**src/rtl/lsu_pkg.sv**
```systemverilog
// lsu_pkg
//   Shared definitions for the load/store unit: FSM state encoding, RV32I
//   load/store funct3 codes and a misalignment helper used when a request
//   is captured.
package lsu_pkg;

   typedef enum logic [1:0] {
      IDLE = 2'd0,
      REQ  = 2'd1,
      RESP = 2'd2
   } lsu_state_e;

   typedef enum logic [2:0] {
      F3_B  = 3'b000,
      F3_H  = 3'b001,
      F3_W  = 3'b010,
      F3_BU = 3'b100,
      F3_HU = 3'b101
   } lsu_funct3_e;

   localparam logic [2:0] FUNCT3_B  = F3_B;
   localparam logic [2:0] FUNCT3_H  = F3_H;
   localparam logic [2:0] FUNCT3_W  = F3_W;
   localparam logic [2:0] FUNCT3_BU = F3_BU;
   localparam logic [2:0] FUNCT3_HU = F3_HU;

   // Byte accesses can never be misaligned; halves need addr[0]=0 and
   // everything else (words and undefined codes, which behave as words)
   // needs addr[1:0]=0.
   function automatic logic lsu_misaligned(input logic [2:0] f3, input logic [1:0] a);
      logic mis;
      case (f3)
         FUNCT3_B, FUNCT3_BU: mis = 1'b0;
         FUNCT3_H, FUNCT3_HU: mis = a[0];
         default:             mis = (a != 2'b00);
      endcase
      return mis;
   endfunction

endpackage

```
**src/rtl/lsu_align.sv**
```systemverilog
// lsu_align
//   Purely combinational lane logic for the load/store unit.
//   Ports:
//     funct3   in  3   access type (undefined codes behave as word)
//     addr_lo  in  2   low byte-address bits of the access
//     st_data  in  32  store data from rs2
//     ld_word  in  32  word returned by memory
//     st_wdata out 32  store data replicated across the byte lanes
//     st_bmask out 4   byte-enable mask for the store
//     ld_data  out 32  selected and sign/zero-extended load value
module lsu_align
   import lsu_pkg::*;
(
   input  logic [2:0]  funct3,
   input  logic [1:0]  addr_lo,
   input  logic [31:0] st_data,
   input  logic [31:0] ld_word,
   output logic [31:0] st_wdata,
   output logic [3:0]  st_bmask,
   output logic [31:0] ld_data
);

   logic [7:0]  ld_byte;
   logic [15:0] ld_half;

   // Pick the addressed byte and half out of the returned word first, so the
   // extension step below only has to deal with the narrow value.
   always_comb begin
      ld_byte = ld_word[7:0];
      case (addr_lo)
         2'd0: ld_byte = ld_word[7:0];
         2'd1: ld_byte = ld_word[15:8];
         2'd2: ld_byte = ld_word[23:16];
         2'd3: ld_byte = ld_word[31:24];
         default: ld_byte = ld_word[7:0];
      endcase
      ld_half = addr_lo[1] ? ld_word[31:16] : ld_word[15:0];
   end

   // Store data is replicated into every lane so the mask alone decides which
   // bytes the memory writes; loads extend according to the signedness in
   // funct3.
   always_comb begin
      st_wdata = st_data;
      st_bmask = 4'b1111;
      ld_data  = ld_word;
      case (funct3)
         FUNCT3_B, FUNCT3_BU: begin
            st_wdata = {4{st_data[7:0]}};
            st_bmask = 4'b0001 << addr_lo;
            ld_data  = (funct3 == FUNCT3_B) ? {{24{ld_byte[7]}}, ld_byte}
                                            : {24'd0, ld_byte};
         end
         FUNCT3_H, FUNCT3_HU: begin
            st_wdata = {2{st_data[15:0]}};
            st_bmask = 4'b0011 << {addr_lo[1], 1'b0};
            ld_data  = (funct3 == FUNCT3_H) ? {{16{ld_half[15]}}, ld_half}
                                            : {16'd0, ld_half};
         end
         default: begin
            st_wdata = st_data;
            st_bmask = 4'b1111;
            ld_data  = ld_word;
         end
      endcase
   end

endmodule

```
**src/rtl/lsu_ctrl.sv**
```systemverilog
// lsu_ctrl
//   RV32I load/store unit placed after the ALU. Captures one access, runs a
//   req/ack handshake with data memory, steers byte lanes and extends loads.
//   Misaligned accesses complete immediately with o_lsu_misalign and never
//   touch memory.
//   Optional feature: define LSU_TIMEOUT_EN to abort a request that is not
//   acknowledged within TIMEOUT_CYC cycles (adds port o_lsu_timeout).
//   Ports:
//     i_clk, i_rst_n             clock, synchronous active-low reset
//     i_lsu_valid/we/funct3      access request (sampled only when idle)
//     i_lsu_addr, i_lsu_wdata    byte address and store data
//     o_lsu_busy                 high while an access is in flight
//     o_lsu_done                 one-cycle completion pulse
//     o_lsu_rdata                extended load data, held until next load
//     o_lsu_misalign             with done: access was misaligned
//     o_mem_req/we/addr/wdata    memory request, word-aligned address
//     o_mem_bmask                byte enables (all ones for loads)
//     i_mem_ack, i_mem_rdata     memory completion and read data
//     o_lsu_timeout              with done: request timed out (LSU_TIMEOUT_EN)
module lsu_ctrl
   import lsu_pkg::*;
#(
   parameter int ADDR_W = 32
`ifdef LSU_TIMEOUT_EN
   ,
   parameter int TIMEOUT_CYC = 16
`endif
)
(
   input  logic              i_clk,
   input  logic              i_rst_n,
   input  logic              i_lsu_valid,
   input  logic              i_lsu_we,
   input  logic [2:0]        i_lsu_funct3,
   input  logic [31:0]       i_lsu_addr,
   input  logic [31:0]       i_lsu_wdata,
   output logic              o_lsu_busy,
   output logic              o_lsu_done,
   output logic [31:0]       o_lsu_rdata,
   output logic              o_lsu_misalign,
   output logic              o_mem_req,
   output logic              o_mem_we,
   output logic [ADDR_W-1:0] o_mem_addr,
   output logic [31:0]       o_mem_wdata,
   output logic [3:0]        o_mem_bmask,
   input  logic              i_mem_ack,
`ifdef LSU_TIMEOUT_EN
   output logic              o_lsu_timeout,
`endif
   input  logic [31:0]       i_mem_rdata
);

   localparam logic [1:0] ST_IDLE = IDLE;
   localparam logic [1:0] ST_REQ  = REQ;
   localparam logic [1:0] ST_RESP = RESP;

   logic [1:0]  state;
   logic        we_q;
   logic [2:0]  funct3_q;
   logic [31:0] addr_q;
   logic [31:0] wdata_q;
   logic        misalign_q;
   logic [31:0] rdata_q;
   logic        req_mis;

   logic [31:0] st_wdata;
   logic [3:0]  st_bmask;
   logic [31:0] ld_data;

`ifdef LSU_TIMEOUT_EN
   localparam int CNT_W = $clog2(TIMEOUT_CYC + 1);
   logic [CNT_W-1:0] cnt_q;
   logic             timeout_q;
`endif

   assign req_mis = lsu_misaligned(i_lsu_funct3, i_lsu_addr[1:0]);

   lsu_align u_align (
      .funct3   (funct3_q),
      .addr_lo  (addr_q[1:0]),
      .st_data  (wdata_q),
      .ld_word  (i_mem_rdata),
      .st_wdata (st_wdata),
      .st_bmask (st_bmask),
      .ld_data  (ld_data)
   );

   // Main FSM. The request is captured once in IDLE so the core may change
   // its operands freely while we are busy. Misaligned requests skip REQ and
   // go straight to RESP. Load data is registered on the ack edge, which is
   // why it is visible together with done one cycle later.
   always_ff @(posedge i_clk) begin
      if (!i_rst_n) begin
         state      <= ST_IDLE;
         we_q       <= 1'b0;
         funct3_q   <= 3'd0;
         addr_q     <= 32'd0;
         wdata_q    <= 32'd0;
         misalign_q <= 1'b0;
         rdata_q    <= 32'd0;
`ifdef LSU_TIMEOUT_EN
         cnt_q      <= '0;
         timeout_q  <= 1'b0;
`endif
      end else begin
         case (state)
            ST_IDLE: begin
               if (i_lsu_valid) begin
                  we_q       <= i_lsu_we;
                  funct3_q   <= i_lsu_funct3;
                  addr_q     <= i_lsu_addr;
                  wdata_q    <= i_lsu_wdata;
                  misalign_q <= req_mis;
`ifdef LSU_TIMEOUT_EN
                  cnt_q      <= '0;
                  timeout_q  <= 1'b0;
`endif
                  state      <= req_mis ? ST_RESP : ST_REQ;
               end
            end
            ST_REQ: begin
               if (i_mem_ack) begin
                  if (!we_q) begin
                     rdata_q <= ld_data;
                  end
                  state <= ST_RESP;
               end
`ifdef LSU_TIMEOUT_EN
               else if (cnt_q == CNT_W'(TIMEOUT_CYC - 1)) begin
                  timeout_q <= 1'b1;
                  state     <= ST_RESP;
               end else begin
                  cnt_q <= cnt_q + 1'b1;
               end
`endif
            end
            ST_RESP: begin
               state <= ST_IDLE;
            end
            default: begin
               state <= ST_IDLE;
            end
         endcase
      end
   end

   // Outputs are decoded from the state so everything reads zero in IDLE,
   // which keeps the memory bus quiet whenever no request is outstanding.
   always_comb begin
      o_lsu_busy     = (state != ST_IDLE);
      o_lsu_done     = (state == ST_RESP);
      o_lsu_misalign = o_lsu_done & misalign_q;
      o_lsu_rdata    = rdata_q;
      o_mem_req      = (state == ST_REQ);
      o_mem_we       = o_mem_req & we_q;
      o_mem_addr     = o_mem_req ? {addr_q[ADDR_W-1:2], 2'b00} : '0;
      o_mem_wdata    = (o_mem_req & we_q) ? st_wdata : 32'd0;
      o_mem_bmask    = o_mem_req ? (we_q ? st_bmask : 4'b1111) : 4'b0000;
`ifdef LSU_TIMEOUT_EN
      o_lsu_timeout  = o_lsu_done & timeout_q;
`endif
   end

endmodule

```
**config.mk**
```make
export PLATFORM = sky130hd
export DESIGN_NAME = lsu_ctrl
export DESIGN_NICKNAME = d
export VERILOG_FILES = /design/src/rtl/lsu_pkg.sv /design/src/rtl/lsu_align.sv /design/src/rtl/lsu_ctrl.sv
export SDC_FILE = /design/constraint.sdc
export NUM_CORES = 1
export LEC_CHECK = 0
export CAP_MARGIN = 20
export CORE_MARGIN = 2
export CORE_UTILIZATION = 35
export CTS_CLUSTER_DIAMETER = 60
export DETAILED_ROUTE_END_ITERATION = 6
export GPL_TIMING_DRIVEN = 0
export HOLD_SLACK_MARGIN = 0.15
export PLACE_DENSITY_LB_ADDON = 0.05
export SETUP_SLACK_MARGIN = 0.02
export SYNTH_ARGS = -nofsm -noshare
export SYNTH_HDL_FRONTEND = slang
export SYNTH_HIERARCHICAL = 1
export SYNTH_SLANG_ARGS = --single-unit
```
**constraint.sdc**
```tcl
create_clock -name i_clk -period 3.71 [get_ports i_clk]
set_input_delay 0.5565 -clock i_clk [delete_from_list [all_inputs] [get_ports i_clk]]
set_output_delay 0.5565 -clock i_clk [all_outputs]
set_load 0.01 [all_outputs]
```
==> results of run 1 <==
-- Yosys cell counts, drive strengths merged, types with 2 or more instances --
| master | n |
|---|---|
| nor2b | 5 |
| and3 | 32 |
| nand2 | 220 |
| mux2i | 8 |
| inv | 10 |
| o32ai | 4 |
| nand2b | 2 |
| o21ai | 20 |
| dfxtp | 103 |
| a21boi | 100 |
| nor3b | 2 |
| nand4b | 2 |
| buf | 41 |
| or2 | 3 |
| a21o | 2 |
| nor2 | 27 |
| mux4 | 5 |
| o21bai | 3 |
| a22oi | 3 |
| and2 | 34 |
| a221o | 7 |
| mux2 | 17 |
| clkbuf | 31 |
| a21oi | 24 |
-- power by group through the flow --
stage	Combinational (W)	Clock (W)	Sequential, W
6_report	0.000670	0.00101	0.00121
3_5_place_dp	0.000668	0	0.00124
2_1_floorplan	0.000393	0	0.00123
4_1_cts	0.000671	0.00103	0.00121
3_3_place_gp	0.000661	0	0.00124
5_1_grt	0.000732	0.00107	0.00122
-- metal layers --
metal | part of all wire [%] | wire [µm]
met1 | 45 | 8200
met2 | 47 | 8700
met5 | 0 | 0
met3 | 6.2 | 1140
met4 | 1.9 | 354
-- cells in the final DEF, fill, tap and decap left out, types with 2 or more instances in the layout --
| cell | count |
|---|---|
| nand2_1 | 220 |
| clkdlybuf4s50_1 | 205 |
| dfxtp_1 | 103 |
| a21boi_0 | 71 |
| and2_1 | 33 |
| and3_1 | 32 |
| clkbuf_1 | 31 |
| a21boi_1 | 29 |
| a21oi_1 | 24 |
| buf_2 | 24 |
| o21ai_0 | 20 |
| nor2_1 | 17 |
| mux2_2 | 17 |
| buf_4 | 11 |
| inv_1 | 10 |
| nor2_4 | 10 |
| clkbuf_16 | 9 |
| mux2i_1 | 8 |
| a221o_1 | 7 |
| nor2b_1 | 5 |
| buf_6 | 5 |
| mux4_2 | 5 |
| o32ai_1 | 4 |
| o21bai_1 | 3 |
| a22oi_1 | 3 |
| or2_2 | 2 |
| a21o_1 | 2 |
| nand4b_1 | 2 |
| conb_1 | 2 |
| clkinvlp_4 | 2 |
| inv_6 | 2 |
-- sequential cells by signal, indices dropped and copies added, names as in the netlist --
name         cells
addr_q          32
funct3_q         3
misalign_q       1
state            2
wdata_q         32
we_q             1
o_lsu_rdata     32
-- worst max-delay path: stages, from the launching register on --
cell             delay [ns]
dfxtp_1                0.35
buf_6                  0.13
clkbuf_1               0.44
clkbuf_1               0.44
or2_2                  0.19
inv_1                  0.03
a21oi_1                0.25
clkdlybuf4s50_1        0.59
-- logic make-up after synthesis --
logic type,synth area share [%]
compound gates,20.5
buf+inv,7.74
flops,36.9
mux,6.87
other cells,0.0671
simple gates,27.9
-- layout make-up --
cell class | instances | area (µm²) | area share (%)
inverters | 10 | 37.5 | 0.456
repair buffers | 205 | 2050 | 24.9
well taps | 216 | 270 | 3.28
clock buffers | 9 | 225 | 2.74
flip-flops and latches | 103 | 2060 | 25.0
clock inverters | 7 | 90.1 | 1.09
plain buffers | 72 | 395 | 4.80
multi-input cells | 527 | 3100 | 37.7
-- stage by stage --
stage / cells / power, W / setup WS, ns / hold WS, ns
after floorplan: 712 / 0.00162 / 1.73 / 0.430
after global placement: 1133 / 0.00190 / 0.759 / 0.438
after detailed placement: 1133 / 0.00191 / 0.759 / 0.446
after CTS: 1149 / 0.00291 / 0.372 / 0.454
after global routing: 1149 / 0.00303 / 0.263 / 0.474
final: 1149 / 0.00289 / 0.371 / 0.453
-- worst min path at each step --
stage                         start        end  slack, ns  cells after the start
after floorplan           addr_q[2]  addr_q[2]       0.43                      2
after global placement    addr_q[2]  addr_q[2]       0.44                      2
after detailed placement  addr_q[4]  addr_q[4]       0.45                      2
after CTS                 addr_q[4]  addr_q[4]       0.45                      2
after global routing      addr_q[6]  addr_q[6]       0.47                      2
final                     addr_q[4]  addr_q[4]       0.45                      2
==> results by group, run 1 <==
Timing
  • Post-Route Setup TNS: 0 ns
  • F_max: between 200 and 300 MHz
  • Slew Limit Fails: 0
  • Final hold viol count: 0
  • Clock skew: 0.0132 ns
  • Unrepaired setup endpoints after global routing: no
  • Fin crit period: 3.34 ns
  • Max-slew headroom: just over 60%
  • Crit share post-route: between 90% and 100%
  • Worst-Margin Slew: 0.591 ns
  • Final Setup Violations: 0

Logic synthesis
  • Synth Register Bits: slightly above 100
  • Main synth FF type: dfxtp_1
  • Cells after Synth: 711
  • Library cells used by synthesis: 39
  • Asr flop ratio synth: 0%
  • Post-Syn Area: ~5600 µm²
  • Synthesized area per cell: just under 8 µm²
  • Post-synthesis sequential area ratio: between 30 and 40%
  • Yosys warns: 6
  • Largest area contributor in the netlist: dfxtp_1
  • Post-synth top area share: around 37%
  • Post-synth EDFFs: 0
  • Synth top area cells: dfxtp_1 (37%), nand2_1 (15%), a21boi_0 (9.5%)

Place
  • Gpl congestion: between 0.8 and 0.9
  • Dpl cell area: 7920 µm²
  • Port bufs: slightly above 200
  • HPWL after detailed placement: around 15,000 µm

Setup path
  • Critical Path Source: funct3_q[1]
  • Crit path arrival time: ~2.8 ns
  • Worst R2R Path Depth: 6
  • Worst path required time: roughly 3.2 ns
  • Reg2Reg Setup Slack: 1.61 ns
  • Crit Path Class: reg2out
  • Largest fanout on the critical path: 10
  • Worst R2R End: o_lsu_rdata[15]
  • CP endpoint: o_mem_bmask[2]
  • RR Startpoint: addr_q[0]
  • Worst Setup Start Kind: flop
  • Setup crit end kind: output pin

Cells and area
  • Post-layout util: approximately 52%
  • Post-route cell area: ~8200 µm²
  • Layout filler cell count: roughly 1,500
  • Diodes inserted: 0
  • Area Growth Syn to Fin: 47.2%
  • Nets: roughly 1,000
  • Layout cells sized above 1: 10.2%

Job
  • Max Cap Viol: 0

Die
  • Site Rows: between 40 and 50
  • Die Height: 130 µm
  • Ports: between 200 and 250
  • Die ar.: between 15,000 and 20,000 µm²
  • Core area: ~16,000 µm²
  • Die width: roughly 130 µm
  • Starting Density: between 30% and 40%

GRT
  • Met3 usage: about 3.4%
  • First-pass GRT wire length: 27,800 µm
  • Vias in the first global route: between 5,000 and 6,000
  • Initial antenna violation count: 0
  • GR Layer Usage met2: between 30% and 40%
  • GRT Total Usage: between 20% and 30%
  • Largest net degree at the start of global routing: 20
  • Busiest layer in global routing: met2
  • Grt total ovfl: 0
  • Met1 Resource Use GR: ~28%

Route
  • DRT Wirelength: roughly 18,000 µm
  • Vias: 5,616
  • Post-route ant nets: 0
  • DR iter-0 viols: 239
  • DRC viols: 0
  • Post-DR vias/cell: just under 5
  • Wirelength per Cell: between 15 and 20 µm
  • TritonRoute pass-1 iters: 5

CTS
  • Post-CTS sizing: 0
  • Root buffer cell: clkbuf_16
  • Max Buffers Root-to-Sink: 2
  • Inserted Clock Buffers: 9
  • Clk sinks: approximately 100
  • Hold Buf Count CTS: 0
  • Worst-skew pair later-pin latency: between 0.3 and 0.4 ns
  • Total number of H-tree levels: 3
  • Setup Buffers After CTS: 0
  • Worst-path clk slew: about 0.08 ns
  • CTS tree: built

Pwr
  • Comb pwr share: a little under a quarter
  • Max IR drop VDD: 0.000233 V
  • Seq pwr share: between 40% and 50%
  • Sw Ratio: just under 30%
  • PD cells: approximately 350 nW/µm²
  • NetSw: roughly 0.00085 W
  • Int Pwr: about 0.002 W
  • Clock Power Share: about a third
  • P_leak: 3.16 nW

Status
  • Status: finished, final reports clean

Worst hold path
  • Hold Crit Class: reg2reg
Note: power is estimated with default switching activity, not from simulation.
==> inputs of run 2 (changes only) <==
--- a/config.mk
+++ b/config.mk
@@ -5,13 +5,16 @@
 export SDC_FILE = /design/constraint.sdc
 export NUM_CORES = 1
 export LEC_CHECK = 0
+export ABC_CLOCK_PERIOD_IN_PS = 3710
 export CAP_MARGIN = 20
 export CORE_MARGIN = 2
 export CORE_UTILIZATION = 35
 export CTS_CLUSTER_DIAMETER = 60
+export CTS_CLUSTER_SIZE = 24
 export DETAILED_ROUTE_END_ITERATION = 6
 export GPL_TIMING_DRIVEN = 0
 export HOLD_SLACK_MARGIN = 0.15
+export MAX_ROUTING_LAYER = met4
 export PLACE_DENSITY_LB_ADDON = 0.05
 export SETUP_SLACK_MARGIN = 0.02
 export SYNTH_ARGS = -nofsm -noshare
==> run 2 against run 1 <==
Net effect: power about the same; register-to-register slack about the same; non-clock buffer count unchanged; worst setup slack gained 0.0073 ns; worst hold slack stayed put; via count shrank 0.46%; die area unchanged; sequential cell count unchanged; critical endpoint unchanged.
==> results by group, run 2 (same netlist as run 1, synthesis figures left out) <==
CTS
  • Root buffer cell: clkbuf_16
  • Clk sinks: around 100
  • Post-CTS sizing: 0
  • Total number of H-tree levels: 3
  • Worst-skew pair later-pin latency: 0.36 ns
  • CTS tree: built
  • Hold Buf Count CTS: 0
  • Max Buffers Root-to-Sink: 2
  • Worst-path clk slew: about 0.080 ns
  • Inserted Clock Buffers: 9
  • Setup Buffers After CTS: 0

Pwr
  • PD cells: 351 nW/µm²
  • Comb pwr share: approximately 23%
  • Seq pwr share: around two fifths
  • P_leak: between 3 and 4 nW
  • Int Pwr: approximately 0.002 W
  • NetSw: between 0.0008 and 0.0009 W
  • Sw Ratio: just under 30%
  • Clock Power Share: a little over a third
  • Max IR drop VDD: 0.000233 V

Route
  • Vias: around 5,600
  • DR iter-0 viols: about 280
  • TritonRoute pass-1 iters: 4
  • Wirelength per Cell: about 16 µm
  • DRT Wirelength: 18,400 µm
  • Post-DR vias/cell: between 4 and 5
  • Post-route ant nets: 0
  • DRC viols: 0

Setup path
  • CP peak stage delay: 0.59 ns
  • Critical Path Source: funct3_q[1]
  • CP Cell Sequence: buf_6 -> clkbuf_1 -> clkbuf_1 -> or2_2 -> inv_1 -> a21oi_1 -> clkdlybuf4s50_1
  • Largest fanout on the critical path: 10
  • Worst path required time: ~3.2 ns
  • Reg2Reg Setup Slack: between 1.5 and 2 ns
  • Crit Path Class: reg2out
  • RR Startpoint: addr_q[0]
  • Setup crit end kind: output pin
  • CP endpoint: o_mem_bmask[2]
  • Worst R2R Path Depth: 6
  • Slowest-stage cell, CP: clkdlybuf4s50_1
  • Crit path arrival time: about 2.8 ns
  • Critical Path Most Common Cell: clkbuf_1
  • Worst Setup Start Kind: flop
  • Worst R2R End: o_lsu_rdata[15]

Place
  • Dpl ws: roughly 0.76 ns
  • Gpl congestion: between 0.9 and 1
  • Port bufs: between 200 and 250
  • HPWL after detailed placement: between 10,000 and 15,000 µm

GRT
  • Largest net degree at the start of global routing: 20
  • First-pass GRT wire length: around 28,000 µm
  • GRT Total Usage: between 20% and 30%
  • Vias in the first global route: 5,490
  • Grt total ovfl: 0
  • Initial antenna violation count: 0

Die
  • Core area: 15,800 µm²
  • Die Height: between 100 and 150 µm
  • Die ar.: roughly 17,000 µm²
  • Ports: approximately 210
  • Die width: 130 µm
  • Starting Density: a little over a third
  • Site Rows: 46

Worst hold path
  • Worst Hold Depth: 2
  • Hold Crit Class: reg2reg

Timing
  • Unrepaired setup endpoints after global routing: no
  • Slew Limit Fails: 0
  • Final Setup Violations: 0
  • F_max: ~300 MHz
  • Fin crit period: roughly 3.3 ns
  • Max-slew headroom: 59.9%
  • Hold slack: around 0.45 ns
  • Worst setup margin: approximately 0.38 ns
  • Final hold viol count: 0
  • Clock skew: 0.0133 ns
  • Crit share post-route: ~90%
  • Post-Route Setup TNS: 0 ns
  • Worst-Margin Slew: around 0.60 ns

Cells and area
  • Commonest non-fill, non-tap cell in the layout: nand2_1
  • Layout cells sized above 1: between 10% and 20%
  • Diodes inserted: 0
  • Most frequent cells in the layout: nand2_1 (220), clkdlybuf4s50_1 (205), dfxtp_1 (103)
  • Nets: 1,032
  • Area Growth Syn to Fin: 47.2%
  • Post-layout util: 52.2%

Job
  • Max Cap Viol: 0

Status
  • Status: finished, final reports clean
[run 2: cell counts in the layout (fill, tap and decap cells not counted)]
Identical to the previous run, type by type.
[run 2: layer usage]
layer / part of all wire [%] / global-route usage (%) / vias to the layer above
met5: 0 / - / -
met4: 2.0 / 7.45 / 0
met3: 5.1 / 2.69 / 30
met2: 47 / 36.0 / 189
met1: 46 / 28.2 / 2585
li1: - / - / 2786
[run 2: through the flow]
| step | instance area [µm²] | total power, W | instances |
|---|---|---|---|
| 6_report | 8230 | 0.00289 | 1149 |
| 5_1_grt | 8230 | 0.00303 | 1149 |
| 4_1_cts | 8230 | 0.00291 | 1149 |
| 3_5_place_dp | 7920 | 0.00191 | 1133 |
| 3_3_place_gp | 7920 | 0.00190 | 1133 |
| 2_1_floorplan | 5600 | 0.00162 | 712 |
[run 2: layout make-up]
class                           instances  area [µm²]
Clock inverter                          7        90.1
Tap cell                              216         270
Timing Repair Buffer                  205        2050
Buffer                                 72         395
Multi-Input combinational cell        527        3100
Fill cell                            1532        7540
Inverter                               10        37.5
Sequential cell                       103        2060
Clock buffer                            9         225
[run 2: how the worst min path moves through the flow]
stage,start,endpoint
final,addr_q[4],addr_q[4]
after floorplan,addr_q[2],addr_q[2]
after global placement,addr_q[2],addr_q[2]
after global routing,addr_q[6],addr_q[6]
after CTS,addr_q[4],addr_q[4]
after detailed placement,addr_q[4],addr_q[4]
[run 2: power groups by stage]
stage / Combinational, W / Clock (W) / Sequential (W)
floorplan: 0.000393 / 0 / 0.00123
global placement: 0.000661 / 0 / 0.00124
detailed placement: 0.000668 / 0 / 0.00124
CTS: 0.000671 / 0.00103 / 0.00121
global route: 0.000732 / 0.00107 / 0.00122
finish: 0.000670 / 0.00101 / 0.00122
[run 2: critical path, delay by kind of cell (launching register included)]
kind,cells,cell delay [ns]
AO/OA/AOI/OAI,1,0.25
buffers and inverters,5,1.63
AND/OR/NAND/NOR,1,0.19
flip-flops,1,0.35
==> inputs of run 3 (changes only) <==
--- a/config.mk
+++ b/config.mk
@@ -9,7 +9,6 @@
 export CAP_MARGIN = 20
 export CORE_MARGIN = 2
 export CORE_UTILIZATION = 35
-export CTS_CLUSTER_DIAMETER = 60
 export CTS_CLUSTER_SIZE = 24
 export DETAILED_ROUTE_END_ITERATION = 6
 export GPL_TIMING_DRIVEN = 0
==> results of run 3 <==
No change in the layout: final DEF, timing and power equal those of run 2.
==> edit 1 (config.mk and constraints of run 2) <==
The option `LSU_TIMEOUT_EN` is turned on by a define.
--- a/src/rtl/lsu_ctrl.sv
+++ b/src/rtl/lsu_ctrl.sv
@@ -19,2 +19,4 @@
 //     o_lsu_timeout              with done: request timed out (LSU_TIMEOUT_EN)
+`define LSU_TIMEOUT_EN
+
 module lsu_ctrl
Function (old outputs only; new: o_lsu_timeout): same outputs for any inputs over 4 cycles, from zero or initial values and one cycle with i_rst_n low; that may be too few to reach the edited logic, so the function may still have changed.
==> edit 1 against run 2 <==
- setup slack gained 0.018 ns
- routed wire length grew 4.1%
- power grew 2.4%
- count of clock-buffer cells in the layout grew 3
- final cell count grew 3.0%
- synthesized area is essentially flat
- design area grew 0.27%
- sequential cell count grew 6
==> edit 1: results (changes against run 2) <==
status: "finished, final reports clean"
yosys-top-cells-area: "dfxtp_1 39%, nand2_1 15%, a21oi_1 11%, and2_1 3.8%, and3_1 3.7%"
grt_max_degree: 17  # -15%
synth.distinct_cells: 48  # +23%
worst_pin_slew_ns: 0.6463  # +0.04797 ns
cts_root_buffer: "clkbuf_16"
r2r_start: "cnt_q[0]"
r2r_setup_slack_ns: 1.43  # -0.17 ns
port_buffers: 207  # +0.98%
clk_latency_ns: 0.35
async_flop_share_pct: 0  # unchanged
power.leakage_nw: 3.131  # -0.98%
numCtsBuffers: 9  # unchanged
gp_congestion: 0.8460  # -6.2%
path_max_fanout: 10  # unchanged
netlist_top_cells_count: "219 x nand2_1, 127 x a21oi_1, 109 x dfxtp_1, 52 x clkbuf_1, 34 x and2_1"
min_path_cells: 2  # unchanged
hold_end: "addr_q[26]"
tns_ns: 0  # unchanged
ir_drop_v: 0.0002816  # +21%
post_cts_buffers: 0  # unchanged
grt_overflow: 0  # unchanged
cp_slowest_cell: "clkdlybuf4s50_1"
yosysWarnings: 6  # unchanged
ctsResizeCount: 0  # unchanged
rr_worst_depth: 7  # +1
wirelength_mm: 19.14  # +4.1%
worstHoldStart: "addr_q[26]"
via_count: 5766  # +3.1%
cts_max_level: 3  # unchanged
ys_seq_area_share_pct: 39.01  # +2.1 points
grt_pass1_vias: 5362  # -2.3%
synth_ff_type: "dfxtp_1"
insertedDiodeCount: 0  # unchanged
drive_above_1_share_pct: 7.851  # -2.3 points
cp_slowest_stage_delay_ns: 0.54  # -0.05 ns
r2r_end: "cnt_q[3]"
cts_buffer_depth: 2  # unchanged
grt_pass1_wl_mm: 28.78  # +3.5%
drtPass1Iterations: 5  # +1
clkTransAtPathRegs_ns: 0.07
grt_usage_pct: 22.87  # +0.95 points
dp_hpwl_mm: 14.47  # -0.75%
dr.first_iter.drc_count: 359  # +29%
grt_antenna_before_repair: 0  # unchanged
worstPathArrival_ns: 2.76  # -0.02 ns
hold_path.class: "reg2reg"
fin_nets: 1070  # +3.7%
finalClockSkew_ns: 0.003481  # -0.009774 ns
worstSetupStartpoint: "state[0]"
==> edit 1: critical path, delay by kind of cell, from the launching register on <==
kind	cells	cell delay [ns]
simple gates	2	0.39
flops	1	0.30
buf+inv	5	1.71
==> edit 1: kinds of logic after synthesis <==
family / synth area share (%)
AOI/OAI and AO/OA: 16.91
adders and majority gates: 0.4473
buffers and inverters: 7.291
DFF: 39.01
muxes: 6.867
other: 0.06703
and+or+nand+nor: 29.41
==> edit 1: layout make-up <==
| type | instances | area, sq um |
|---|---|---|
| multi-input combinational | 550 | 3008 |
| clock inverter | 3 | 43.79 |
| buffer | 73 | 359.1 |
| sequential | 109 | 2182 |
| timing repair buffer | 208 | 2077 |
| tap | 216 | 270.3 |
| clock buffer | 12 | 266.5 |
| fill | 1642 | 7515 |
| inverter | 13 | 48.80 |
==> edit 1: layer usage <==
| metal | vias to the layer above | share of wire, % | track usage (%) |
|---|---|---|---|
| met1 | 2646 | 45 | 29.59 |
| met4 | 0 | 1.9 | 6.758 |
| met3 | 21 | 5.8 | 4.438 |
| met2 | 187 | 47 | 36.56 |
| li1 | 2912 | - | - |
| met5 | - | 0 | - |
==> edit 1: stage by stage <==
step	std cells	setup slack (ns)	hold WS (ns)	cell area, sq um	total power, mW
final	1184	0.3964	0.4500	8255	2.959
after detailed placement	1168	0.7522	0.4425	7940	1.970
after floorplan	745	1.600	0.4317	5598	1.680
after CTS	1183	0.3476	0.4523	8250	2.994
after global placement	1168	0.7683	0.4384	7940	1.967
after global routing	1184	0.1772	0.4710	8255	3.103
==> edit 1: worst max path at each step <==
stage / endpoint / slack [ns] / cells past startpoint
6_report: o_mem_addr[3] / 0.40 / 7
3_3_place_gp: o_mem_addr[3] / 0.77 / 7
3_5_place_dp: o_mem_addr[3] / 0.75 / 7
2_1_floorplan: cnt_q[3] / 1.60 / 7
5_1_grt: o_mem_bmask[3] / 0.18 / 7
4_1_cts: o_mem_addr[3] / 0.35 / 7
==> edit 1: power by group <==
group,internal [mW],switching [mW]
logic,0.320,0.344
registers,1.23,0.0462
clock network,0.576,0.440
==> edit 2 (flow settings as in run 2) <==
Made on the original files. Reset style: asynchronous (`i_rst_n`), changed in one clocked block. Comments in the files are not updated.
--- a/src/rtl/lsu_ctrl.sv
+++ b/src/rtl/lsu_ctrl.sv
@@ -91,3 +91,3 @@
    // why it is visible together with done one cycle later.
-   always_ff @(posedge i_clk) begin
+   always_ff @(posedge i_clk or negedge i_rst_n) begin
       if (!i_rst_n) begin
Behaviour: differs if i_rst_n is asserted again (counterexample within 4 cycles, from zero or initial values and one cycle with i_rst_n low); with i_rst_n held inactive, the same outputs for 4 cycles.
==> edit 2 against run 2 <==
- sequential cell count unchanged
- sequential share of layout area grew 6.2 points
- count of clock-buffer cells in the layout rose by 2
- synthesized area is 0.25% higher
- routed wire length fell by 11%
- setup slack lost 0.039 ns
- worst hold slack worse by 0.26 ns
- non-clock buffer count shrank 21
- core utilization increased by 0.087 points
- design area up 0.17%
- die area rose by 0.24%
Power is not compared: it rests on default switching activity, and its combinational part moved more than twofold at a synthesized area within 25%.
==> edit 2: results (changes against run 2) <==
status: "finished, final reports clean"
async_flop_share_pct: 100.0  # +100 points
clk_latency_ns: 0.35
cp_slowest_stage_delay_ns: 0.60
dp_hpwl_mm: 12.73  # -13%
max_slew_margin_pct: 54.29  # -5.6 points
fin_nets: 807  # -22%
dp_slack_ns: 0.6910  # -0.06760 ns
yosys-top-cells-area: "dfrtp_1 46%, mux2_2 23%, and2_1 3.7%, and3_1 3.6%, a21oi_1 2.1%"
synth.distinct_cells: 37  # -5.1%
vias_per_cell: 4.859  # -0.12%
ctsResizeCount: 0  # unchanged
synthAdderAreaFrac_pct: 0  # unchanged
gp_congestion: 0.8324  # -7.7%
synth_ff_type: "dfrtp_1"
via_count: 4490  # -20%
yosysWarnings: 6  # unchanged
dr.first_iter.drc_count: 123  # -56%
syn_area_per_cell_sq_um: 11.58  # +47%
grt_antenna_before_repair: 0  # unchanged
path_max_fanout: 10  # unchanged
synthXorXnorAreaFrac_pct: 0  # unchanged
place_area_sq_um: 7966  # +0.62%
synth-compound-area-share_pct: 6.853  # -14 points
cts_root_buffer: "clkbuf_16"
power.leakage_nw: 3.496
cts_buffer_depth: 2  # unchanged
cts_max_level: 3  # unchanged
place_inst: 908  # -20%
synth.area.mux_share_pct: 26.94  # +20 points
use_met3_pct: 4.723  # +2.0 points
grt_max_degree: 61  # +200%
met1_usage_pct: 24.29  # -3.9 points
port_buffers: 206  # +0.49%
clkTransAtPathRegs_ns: 0.08  # about the same
netlist_top_cells_count: "114 x mux2_2, 103 x dfrtp_1, 33 x and2_1, 32 x and3_1, 23 x a21oi_1"
finalClockSkew_ns: 0.01182  # -0.001437 ns
drive_above_1_share_pct: 25.71  # +16 points
grt_usage_pct: 19.86  # -2.1 points
ir_drop_v: 0.0002369
wirelength_mm: 16.44  # -11%
insertedDiodeCount: 0  # unchanged
post_cts_buffers: 0  # unchanged
fillerInstances: 1450  # -5.4%
numCtsBuffers: 9  # unchanged
worstPathArrival_ns: 2.81  # +0.03 ns
ys_seq_area_share_pct: 45.98  # +9.1 points
hold_path.class: "in2async"
drtPass1Iterations: 4  # unchanged
use_met2_pct: 32.54  # -3.4 points
cp_slowest_cell: "clkdlybuf4s50_1"
grt_pass1_wl_mm: 24.84  # -11%
## edit 2: kinds of logic after synthesis
family	after synthesis
AO/OA/AOI/OAI	62
buffers and inverters	59
flip-flops	103
multiplexers	130
other	1
AND/OR/NAND/NOR	129
## edit 2: where the power goes
part / total [mW] / switching, mW / internal (mW) / leakage, nW
registers: 1.80 / 0.263 / 1.54 / 1.23
clock network: 0.934 / 0.462 / 0.471 / 0.135
logic: 2.41 / 1.04 / 1.37 / 2.13
## edit 2: area by class of cell
type,instances,area [sq um],area share (%)
Buffer,49,300.3,3.641
Clock buffer,11,232.7,2.822
Clock inverter,5,47.55,0.5765
Inverter,10,37.54,0.4552
Multi-Input combinational cell,323,2694,32.67
Sequential cell,103,2577,31.25
Tap cell,216,270.3,3.277
Timing Repair Buffer,207,2087,25.31
## edit 2: routing by layer
layer / part of all wire, % / up-vias
met1: 42 / 2193
met4: 1.8 / 0
met2: 49 / 149
met5: 0 / -
met3: 6.9 / 18
li1: - / 2130
## edit 2: worst max-delay path: cells and delay by family (launching register included)
kind / cells / cell delay, ns
buf+inv: 5 / 1.76
compound gates: 2 / 0.33
flops: 1 / 0.36
## edit 2: worst paths after layout
kind | start | end | slack, ns | cells after the start
min in group i_clk | o_lsu_rdata[1] | o_lsu_rdata[1] | 0.49 | 1
max in group asynchronous | i_rst_n | wdata_q[27] | 2.79 | 2
worst max register to register | funct3_q[1] | o_lsu_rdata[7] | 1.62 | 6
worst max-delay path | funct3_q[1] | o_mem_bmask[1] | 0.34 | 7
worst min register to register | o_lsu_rdata[1] | o_lsu_rdata[1] | 0.49 | 1
worst min-delay path | i_rst_n | addr_q[8] | 0.20 | 1
